### src/rtl/adc_read_pkg.sv
// Shared types and width helpers for the serial ADC read sequencer.
package adc_read_pkg;

    // Sequencer states; encoding is fixed so it can be observed on a debug bus.
    typedef enum logic [1:0] {
        ST_IDLE  = 2'd0,
        ST_CONV  = 2'd1,
        ST_SHIFT = 2'd2,
        ST_DONE  = 2'd3
    } adc_state_e;

    // Counter width for a count range of max_count values, never below one bit.
    function automatic int cnt_width(input int max_count);
        int w;
        w = $clog2(max_count);
        if (w < 1) begin
            w = 1;
        end
        return w;
    endfunction

    // Default configuration and the counter widths it implies.
    localparam int DEF_DATA_WIDTH  = 24;
    localparam int DEF_NUM_CYCLES  = 25;
    localparam int DEF_CLK_DIV     = 4;
    localparam int DEF_CONV_CYCLES = 100;

    localparam int DEF_CONV_CNT_W   = cnt_width(DEF_CONV_CYCLES);
    localparam int DEF_DIV_CNT_W    = cnt_width(DEF_CLK_DIV);
    localparam int DEF_PERIOD_CNT_W = cnt_width(DEF_NUM_CYCLES + 1);

endpackage

### src/rtl/adc_dclk_gen.sv
// Serial clock divider: ClkDiv system cycles per half-period, low phase first.
// The strobes flag the system-clock edge on which dclk is about to toggle.
module adc_dclk_gen
    import adc_read_pkg::*;
#(
    parameter int ClkDiv = DEF_CLK_DIV
) (
    input  logic clk_i,
    input  logic rst_ni,
    input  logic enable,
    output logic dclk,
    output logic rise_stb,
    output logic fall_stb
);

    localparam int DivW = cnt_width(ClkDiv);

    logic [DivW-1:0] div_cnt_r;
    logic            dclk_r;
    logic            phase_end_s;

    assign phase_end_s = (div_cnt_r == DivW'(ClkDiv - 1));
    assign dclk        = dclk_r;

    // Edge strobes: valid only while enabled, qualified by the current level.
    always_comb begin
        rise_stb = 1'b0;
        fall_stb = 1'b0;
        if (enable && phase_end_s) begin
            rise_stb = ~dclk_r;
            fall_stb = dclk_r;
        end else begin
            rise_stb = 1'b0;
            fall_stb = 1'b0;
        end
    end

    // Half-period counter and dclk level; disabling parks dclk low immediately.
    always_ff @(posedge clk_i or negedge rst_ni) begin
        if (!rst_ni) begin
            div_cnt_r <= '0;
            dclk_r    <= 1'b0;
        end else if (!enable) begin
            div_cnt_r <= '0;
            dclk_r    <= 1'b0;
        end else if (phase_end_s) begin
            div_cnt_r <= '0;
            dclk_r    <= ~dclk_r;
        end else begin
            div_cnt_r <= div_cnt_r + DivW'(1);
        end
    end

endmodule

### src/rtl/adc_read_ctrl.sv
// Single-shot serial ADC read sequencer: conversion pulse, timed wait, then
// NumCycles dclk periods shifting sdo_i in MSB first; result strobed on valid_o.
module adc_read_ctrl
    import adc_read_pkg::*;
#(
    parameter int DataWidth  = DEF_DATA_WIDTH,
    parameter int NumCycles  = DEF_NUM_CYCLES,
    parameter int ClkDiv     = DEF_CLK_DIV,
    parameter int ConvCycles = DEF_CONV_CYCLES
) (
    input  logic                 clk_i,
    input  logic                 rst_ni,
    input  logic                 start_i,
    input  logic                 abort_i,
    input  logic                 sdo_i,
    output logic                 conv_o,
    output logic                 cs_no,
    output logic                 dclk_o,
    output logic [DataWidth-1:0] data_o,
    output logic                 valid_o,
    output logic                 busy_o
);

    localparam int ConvW = cnt_width(ConvCycles);
    localparam int PerW  = cnt_width(NumCycles + 1);

    adc_state_e           state_r;
    adc_state_e           state_nxt_s;
    logic [ConvW-1:0]     conv_cnt_r;
    logic [PerW-1:0]      period_cnt_r;
    logic [DataWidth-1:0] shift_r;
    logic [DataWidth-1:0] data_r;
    logic                 conv_r;
    logic                 cs_n_r;
    logic                 valid_r;
    logic                 busy_r;

    logic                 dclk_en_s;
    logic                 dclk_s;
    logic                 rise_stb_s;
    logic                 fall_stb_s;
    logic                 conv_done_s;
    logic                 shift_done_s;

    // Divider runs only in SHIFT; an abort stops it so dclk is low next cycle.
    assign dclk_en_s = (state_r == ST_SHIFT) && !abort_i;

    adc_dclk_gen #(
        .ClkDiv (ClkDiv)
    ) u_dclk_gen (
        .clk_i    (clk_i),
        .rst_ni   (rst_ni),
        .enable   (dclk_en_s),
        .dclk     (dclk_s),
        .rise_stb (rise_stb_s),
        .fall_stb (fall_stb_s)
    );

    assign conv_done_s  = (conv_cnt_r == ConvW'(ConvCycles - 1));
    // Read ends on the falling edge that closes the high phase of the last period.
    assign shift_done_s = fall_stb_s && (period_cnt_r == PerW'(NumCycles));

    // Next-state logic; abort overrides every other transition.
    always_comb begin
        state_nxt_s = state_r;
        if (abort_i) begin
            state_nxt_s = ST_IDLE;
        end else begin
            case (state_r)
                ST_IDLE: begin
                    if (start_i) begin
                        state_nxt_s = ST_CONV;
                    end else begin
                        state_nxt_s = ST_IDLE;
                    end
                end
                ST_CONV: begin
                    if (conv_done_s) begin
                        state_nxt_s = ST_SHIFT;
                    end else begin
                        state_nxt_s = ST_CONV;
                    end
                end
                ST_SHIFT: begin
                    if (shift_done_s) begin
                        state_nxt_s = ST_DONE;
                    end else begin
                        state_nxt_s = ST_SHIFT;
                    end
                end
                ST_DONE: begin
                    state_nxt_s = ST_IDLE;
                end
                default: begin
                    state_nxt_s = ST_IDLE;
                end
            endcase
        end
    end

    // State register.
    always_ff @(posedge clk_i or negedge rst_ni) begin
        if (!rst_ni) begin
            state_r <= ST_IDLE;
        end else begin
            state_r <= state_nxt_s;
        end
    end

    // Conversion timer: counts while staying in CONV, cleared otherwise.
    always_ff @(posedge clk_i or negedge rst_ni) begin
        if (!rst_ni) begin
            conv_cnt_r <= '0;
        end else if ((state_r == ST_CONV) && (state_nxt_s == ST_CONV)) begin
            conv_cnt_r <= conv_cnt_r + ConvW'(1);
        end else begin
            conv_cnt_r <= '0;
        end
    end

    // Period counter and shift register: advance on each dclk rise within SHIFT.
    always_ff @(posedge clk_i or negedge rst_ni) begin
        if (!rst_ni) begin
            period_cnt_r <= '0;
            shift_r      <= '0;
        end else if ((state_r == ST_SHIFT) && (state_nxt_s == ST_SHIFT)) begin
            if (rise_stb_s) begin
                period_cnt_r <= period_cnt_r + PerW'(1);
                shift_r      <= {shift_r[DataWidth-2:0], sdo_i};
            end else begin
                period_cnt_r <= period_cnt_r;
                shift_r      <= shift_r;
            end
        end else begin
            period_cnt_r <= '0;
            shift_r      <= '0;
        end
    end

    // Pin and handshake registers, decoded from the state being entered.
    always_ff @(posedge clk_i or negedge rst_ni) begin
        if (!rst_ni) begin
            conv_r  <= 1'b0;
            cs_n_r  <= 1'b1;
            valid_r <= 1'b0;
            busy_r  <= 1'b0;
            data_r  <= '0;
        end else begin
            conv_r  <= (state_nxt_s == ST_CONV);
            cs_n_r  <= (state_nxt_s != ST_SHIFT);
            valid_r <= (state_nxt_s == ST_DONE);
            busy_r  <= (state_nxt_s == ST_CONV) || (state_nxt_s == ST_SHIFT);
            if (state_nxt_s == ST_DONE) begin
                data_r <= shift_r;
            end else begin
                data_r <= data_r;
            end
        end
    end

    assign conv_o  = conv_r;
    assign cs_no   = cs_n_r;
    assign dclk_o  = dclk_s;
    assign data_o  = data_r;
    assign valid_o = valid_r;
    assign busy_o  = busy_r;

endmodule
### config.mk
export PLATFORM = sky130hd
export DESIGN_NAME = adc_read_ctrl
export DESIGN_NICKNAME = d
export VERILOG_FILES = /design/src/rtl/adc_read_pkg.sv /design/src/rtl/adc_dclk_gen.sv /design/src/rtl/adc_read_ctrl.sv
export SDC_FILE = /design/constraint.sdc
export NUM_CORES = 1
export LEC_CHECK = 0
export BUFFER_PORTS_ARGS = -buffer_cell sky130_fd_sc_hd__buf_4
export CAP_MARGIN = 25
export CORE_MARGIN = 3
export CORE_UTILIZATION = 27
export DETAILED_ROUTE_END_ITERATION = 8
export GPL_TIMING_DRIVEN = 0
export PLACE_DENSITY_LB_ADDON = 0.1
export SLEW_MARGIN = 20
export SYNTH_ARGS = -nofsm -noshare
export SYNTH_HDL_FRONTEND = slang
export SYNTH_SLANG_ARGS = --single-unit
### constraint.sdc
create_clock -name clk_i -period 2.7 [get_ports clk_i]
set_clock_uncertainty 0.1 [all_clocks]
set_input_delay 0.27 -clock clk_i [delete_from_list [all_inputs] [get_ports clk_i]]
set_output_delay 0.27 -clock clk_i [all_outputs]
set_load 0.1 [all_outputs]
== Yosys cells after proc, flatten, opt, wreduce, memory -nomap -nowiden ==
Index checks and enable logic that the tools add are counted.

* Register bits after elaboration: 69
* Input bits: 5
* Word-level logic and storage cells: 51

* $add $sub $neg: 3
* Equality and inequality tests: 12
* Muxes and demuxes: 16
* Bitwise gates (word level): 1
* Reductions and logical operators: 8

{| class="wikitable"
|+ Operators with widths
! operator !! count
|-
| two-way mux 24 bit || 2
|-
| == test 2 bit, second input constant || 5
|-
| two-way mux 5 bit || 2
|-
| two-way mux 2 bit || 4
|-
| case mux 2 bit (4 select lines) || 1
|-
| adder 7 x 1 -> 7 bit, second input constant || 1
|-
| == test 7 bit, second input constant || 1
|-
| two-way mux 7 bit || 1
|-
| two-way mux 1 bit || 6
|-
| != test 2 bit, second input constant || 3
|-
| adder 5 x 1 -> 5 bit, second input constant || 1
|-
| == test 5 bit, second input constant || 1
|-
| logical AND 1 bit || 5
|-
| == test 2 x 1 -> 1 bit, second input constant || 2
|-
| adder 2 x 1 -> 2 bit, second input constant || 1
|-
| logical NOT 2 bit || 1
|-
| logical NOT 1 bit || 1
|-
| logical OR 1 bit || 1
|-
| inverter 1 bit || 1
|}

== Depth between registers and ports, before layout ==
* Depth in word-level cells: 11
* Gate-level depth with buffers: 10
* Gate-level depth less buffers: 8

== Hierarchy ==
A second synthesis with hierarchy kept.

* Cells, all modules: 216
* Area total of the unflattened synthesis: 2841.5 um^2

{| class="wikitable"
|+ By module, submodules not included
! module !! times used !! cells an instance !! area each (um^2)
|-
| adc_read_ctrl || 1 || 205 || 2710.1
|-
| adc_dclk_gen || 1 || 11 || 131.4
|}

== Worst setup path after synthesis ==
OpenSTA, ideal clock, no wires.

* Kind: register to register
* From: reg u_dclk_gen.dclk_r, in the netlist u_dclk_gen.dclk
* To: reg data_r[0], in the netlist data_o[0]
* Library setup time: 0.125 ns
* Data arrival time: 2.611 ns
* Data required time: 2.475 ns
* Setup slack: -0.137 ns
* Cell stages (with the launch flop): 8
* Clock period less this slack: 2.837 ns
* Path through: dfrtp_1 -> and4b_1 -> nand3_1 -> o41ai_1 -> ha_1 -> clkbuf_1 -> clkbuf_1 -> mux2_2

* Longest elaborated chain between the ends: 6

{| class="wikitable"
|+ Ends and longest elaborated chain
! element !! line !! source
|-
| start, declared || adc_dclk_gen.sv:19 || <nowiki>logic dclk_r;</nowiki>
|-
| start signal, assigned || adc_dclk_gen.sv:48 || <nowiki>dclk_r <= ~dclk_r;</nowiki>
|-
| two-way mux 1 bit || adc_dclk_gen.sv:29 || <nowiki>if (enable && phase_end_s) begin</nowiki>
|-
| logical AND 1 bit || adc_read_ctrl.sv:61 || <nowiki>assign shift_done_s = fall_stb_s && (period_cnt_r == PerW'(NumCycles));</nowiki>
|-
| two-way mux 1 bit || adc_read_ctrl.sv:85 || <nowiki>if (shift_done_s) begin</nowiki>
|-
| case mux 2 bit (4 select lines) || adc_read_ctrl.sv:69 || <nowiki>case (state_r)</nowiki>
|-
| two-way mux 2 bit || adc_read_ctrl.sv:66 || <nowiki>if (abort_i) begin</nowiki>
|-
| net state_nxt_s[0] || adc_read_ctrl.sv:28 || <nowiki>adc_state_e state_nxt_s;</nowiki>
|-
| == test 2 bit || adc_read_ctrl.sv:153 || <nowiki>if (state_nxt_s == ST_DONE) begin</nowiki>
|-
| end signal, assigned || adc_read_ctrl.sv:154 || <nowiki>data_r <= shift_r;</nowiki>
|-
| end signal, assigned || adc_read_ctrl.sv:156 || <nowiki>data_r <= data_r;</nowiki>
|-
| end, declared || adc_read_ctrl.sv:32 || <nowiki>logic [DataWidth-1:0] data_r;</nowiki>
|}

The timed path passes the listed nets, and every way through them passes these cells.
A chain may end at the register's enable or synchronous reset.

== Worst setup path in the final report ==
* From: reg conv_cnt_r[0]
* To: reg data_r[21], in the netlist data_o[21]

* Longest elaborated chain between the ends: 5

{| class="wikitable"
|+ Ends and longest elaborated chain
! element !! line !! source
|-
| start, declared || adc_read_ctrl.sv:29 || <nowiki>logic [ConvW-1:0] conv_cnt_r;</nowiki>
|-
| start signal, assigned || adc_read_ctrl.sv:115 || <nowiki>conv_cnt_r <= conv_cnt_r + ConvW'(1);</nowiki>
|-
| == test 7 bit || adc_read_ctrl.sv:59 || <nowiki>assign conv_done_s = (conv_cnt_r == ConvW'(ConvCycles - 1));</nowiki>
|-
| two-way mux 2 bit || adc_read_ctrl.sv:78 || <nowiki>if (conv_done_s) begin</nowiki>
|-
| case mux 2 bit (4 select lines) || adc_read_ctrl.sv:69 ||
|-
| two-way mux 2 bit || adc_read_ctrl.sv:66 ||
|-
| net state_nxt_s[0] || adc_read_ctrl.sv:28 ||
|-
| == test 2 bit || adc_read_ctrl.sv:153 ||
|}

The timed path passes the listed nets, and every way through them passes these cells.

==> qor.txt <==
Core area - 10,000 sq um
Async S/R FF share, synth - 100%
Die Footprint - 11,900 sq um
H-tree depth - 3
First-pass GRT wire length - 9510 um
Most frequent cells in the layout - dfrtp_1, buf_4, nand2_1
Worst-Margin Slew - 899 ps
Area Growth Syn to Fin - 24.1%
Setup CP Type - flop to flop
Total wire length - 5500 um
Fin. Hold Viols - 0
Post-Synthesis Cell Area - 2870 sq um
Setup crit start kind - flop
Syn_nets - 235
CP delay by family, top - adder cells
Most common cell after layout, fill and taps aside - dfrtp_1
Flops & latches, synth - 69
DRC - 0
Fin area - 3560 sq um
Critical path, cell by cell - ha_1, nand2_1, nor3_4, o41ai_2, ha_2, clkbuf_4, mux2_2
Part of the Yosys area used for sequential elements - 60.3%
Max incr delay on CP - 430 ps
Ports - 34
Max cap viols - 0
GRT Resource Usage Total - 10.5%
Peak VDD IR - 0.259 mV
Avg Cell Area, Syn - 12.9 sq um
Final Setup Violations - 0
P per Cell Area - 585 nW/um^2
Tmin final - 2540 ps
Hold Path End - shift_r[0]
Layout cells sized above 1 - 33.6%
Critical Path RT - 2830 ps
Mapped Cells - 223
Clock sinks - 69
Antenna Cells - 0
Chip Width - 109 um
CP max FO - 10
Largest net degree at the start of global routing - 70
CP Capture Type - flop
Total power - 2.08 mW
Reg clk slew, reported paths - 90 ps
Hold path startpoint - sdo_i
Outcome - finished clean
Global route total overflow - 0
Drt pass-1 iters - 4
TNS Setup - 0 ps
Fmax - 394 MHz
R2R Path End - data_o[21]
CTS Buf Count - 9
Die H - 109 um
Drt via density - 4.52
Distinct cells, synth - 39
CP max stage cell - o41ai_2
Buffers on Ports - 33
Layout Utilization - 35.4%
R2R depth - 7
Dpl hpwl - 3680 um
Final Cycle Share - 94.1%
Worst reg2reg setup slack - 160 ps
Synth warn - 0
Min-Delay Path Class - input pin to flop
Clk root buf - clkbuf_8
CP Buf/Inv Count - 1
Dpl cell area - 3280 sq um
Data arrival, critical path - 2670 ps
Vias in the first global route - 1,919
CTS tree - yes
Leakage - 1.64 nW
DR vias - 1,825
Worst hold stages - 3
Number of enable flip-flop cells after synthesis - 0
Ys flop type - dfrtp_1
Worst rel slew slack - 40.0%
Final Max Tran Viols - 0
Routed Antenna Nets - 0
WL per Instance - 13.6 um
Final net count - 278
Rows - 36
DRT iter0 DRCs - 41
Unrepaired setup endpoints after global routing - no
RD Place Congestion - 0.695
Max clock buf depth - 2
Initial antenna violation count - 0
Reg-to-Reg Start - conv_cnt_r[0]
Later-pin clock latency in the skew report - 340 ps
Initial Utilization - 28.6%
-- layer usage --
| layer | wire (um) | GRT usage (%) |
|---|---|---|
| met2 | 2380 | 15.4 |
| met1 | 2770 | 14.1 |
| met4 | 116 | 4.87 |
| met3 | 231 | 3.20 |
| met5 | 0 | 0 |
-- area by class of cell --
class,instances,area [sq um]
fill,1007,6480
multi-input combinational,140,1110
timing repair buffer,34,258
tap,133,166
clock buffer,9,124
clock inverter,7,106
buffer,8,52.6
sequential,69,1730
inverter,4,15.0
-- per-stage QoR --
| stage | std cells | hold WS [ps] | setup slack (ps) |
|---|---|---|---|
| after floorplan | 223 | -126 | 60.3 |
| after global placement | 389 | 337 | -575 |
| after detailed placement | 389 | 331 | -543 |
| after CTS | 404 | 74.8 | 28.4 |
| after global routing | 404 | 99.2 | 9.71 |
| final | 404 | 87.2 | 160 |
-- synth_stat cells (3+ instances only) --
| master | n | area, sq um |
|---|---|---|
| mux2_2 | 24 | 270 |
| buf_4 | 3 | 22.5 |
| and3b_1 | 3 | 26.3 |
| mux2i_1 | 23 | 230 |
| nor2_1 | 6 | 22.5 |
| or3_1 | 3 | 18.8 |
| o21ai_0 | 3 | 15.0 |
| a21oi_1 | 8 | 40.0 |
| and2_1 | 3 | 18.8 |
| nand2_1 | 27 | 101 |
| clkbuf_1 | 6 | 22.5 |
| dfrtp_1 | 68 | 1700 |
| ha_1 | 7 | 87.6 |
| inv_1 | 4 | 15.0 |
| nand3_1 | 5 | 25.0 |
-- flip-flops by register name, summed over array words and instances (netlist names), 2 cells and up --
register / cells
data_o: 24
conv_cnt_r: 7
state_r: 2
period_cnt_r: 5
shift_r: 24
u_dclk_gen.div_cnt_r: 2
-- kinds of logic after synthesis --
family | Yosys count | synth area share (%)
multiplexers | 47 | 17.5
AND/OR/NAND/NOR | 64 | 12.0
XOR/XNOR | 3 | 0.916
adder cells (fa/ha/maj) | 7 | 3.05
buffers and inverters | 14 | 2.27
AO/OA/AOI/OAI | 19 | 4.06
flip-flops | 69 | 60.3
-- worst reg2reg max path: cells and delay by family, from the launching register on --
family | cells | cell delay, ps
adder cells (fa/ha/maj) | 2 | 640
AO/OA/AOI/OAI | 1 | 430
flip-flops | 1 | 410
multiplexers | 1 | 350
buffers and inverters | 1 | 280
AND/OR/NAND/NOR | 2 | 220
-- what timing repair did --
item | in CTS | in global routing
pin swaps | 0 | 0
buffers inserted | 0 | 0
hold buffers | 1 | 0
endpoints found under the hold margin | 56 | 0
endpoints found under the setup margin | 41 | 40
gates resized for setup | 10 | 3
-- worst max path at each step --
stage | start | end | slack (ps) | depth (start not counted)
floorplan | conv_cnt_r[0] | data_o[0] | 60 | 8
global placement | conv_cnt_r[0] | data_o[5] | -570 | 8
detailed placement | conv_cnt_r[0] | data_o[2] | -540 | 8
CTS | conv_cnt_r[0] | data_o[21] | 30 | 7
global route | state_r[0] | shift_r[18] | 10 | 8
finish | conv_cnt_r[0] | data_o[21] | 160 | 7
-- where the power goes --
part	switching, mW	leakage (nW)	internal, mW	total (mW)
logic	0.0437	0.570	0.0117	0.0554
clock network	0.449	0.116	0.536	0.985
registers	0.00398	0.955	1.04	1.04
Note: power is estimated with default switching activity, not from simulation.
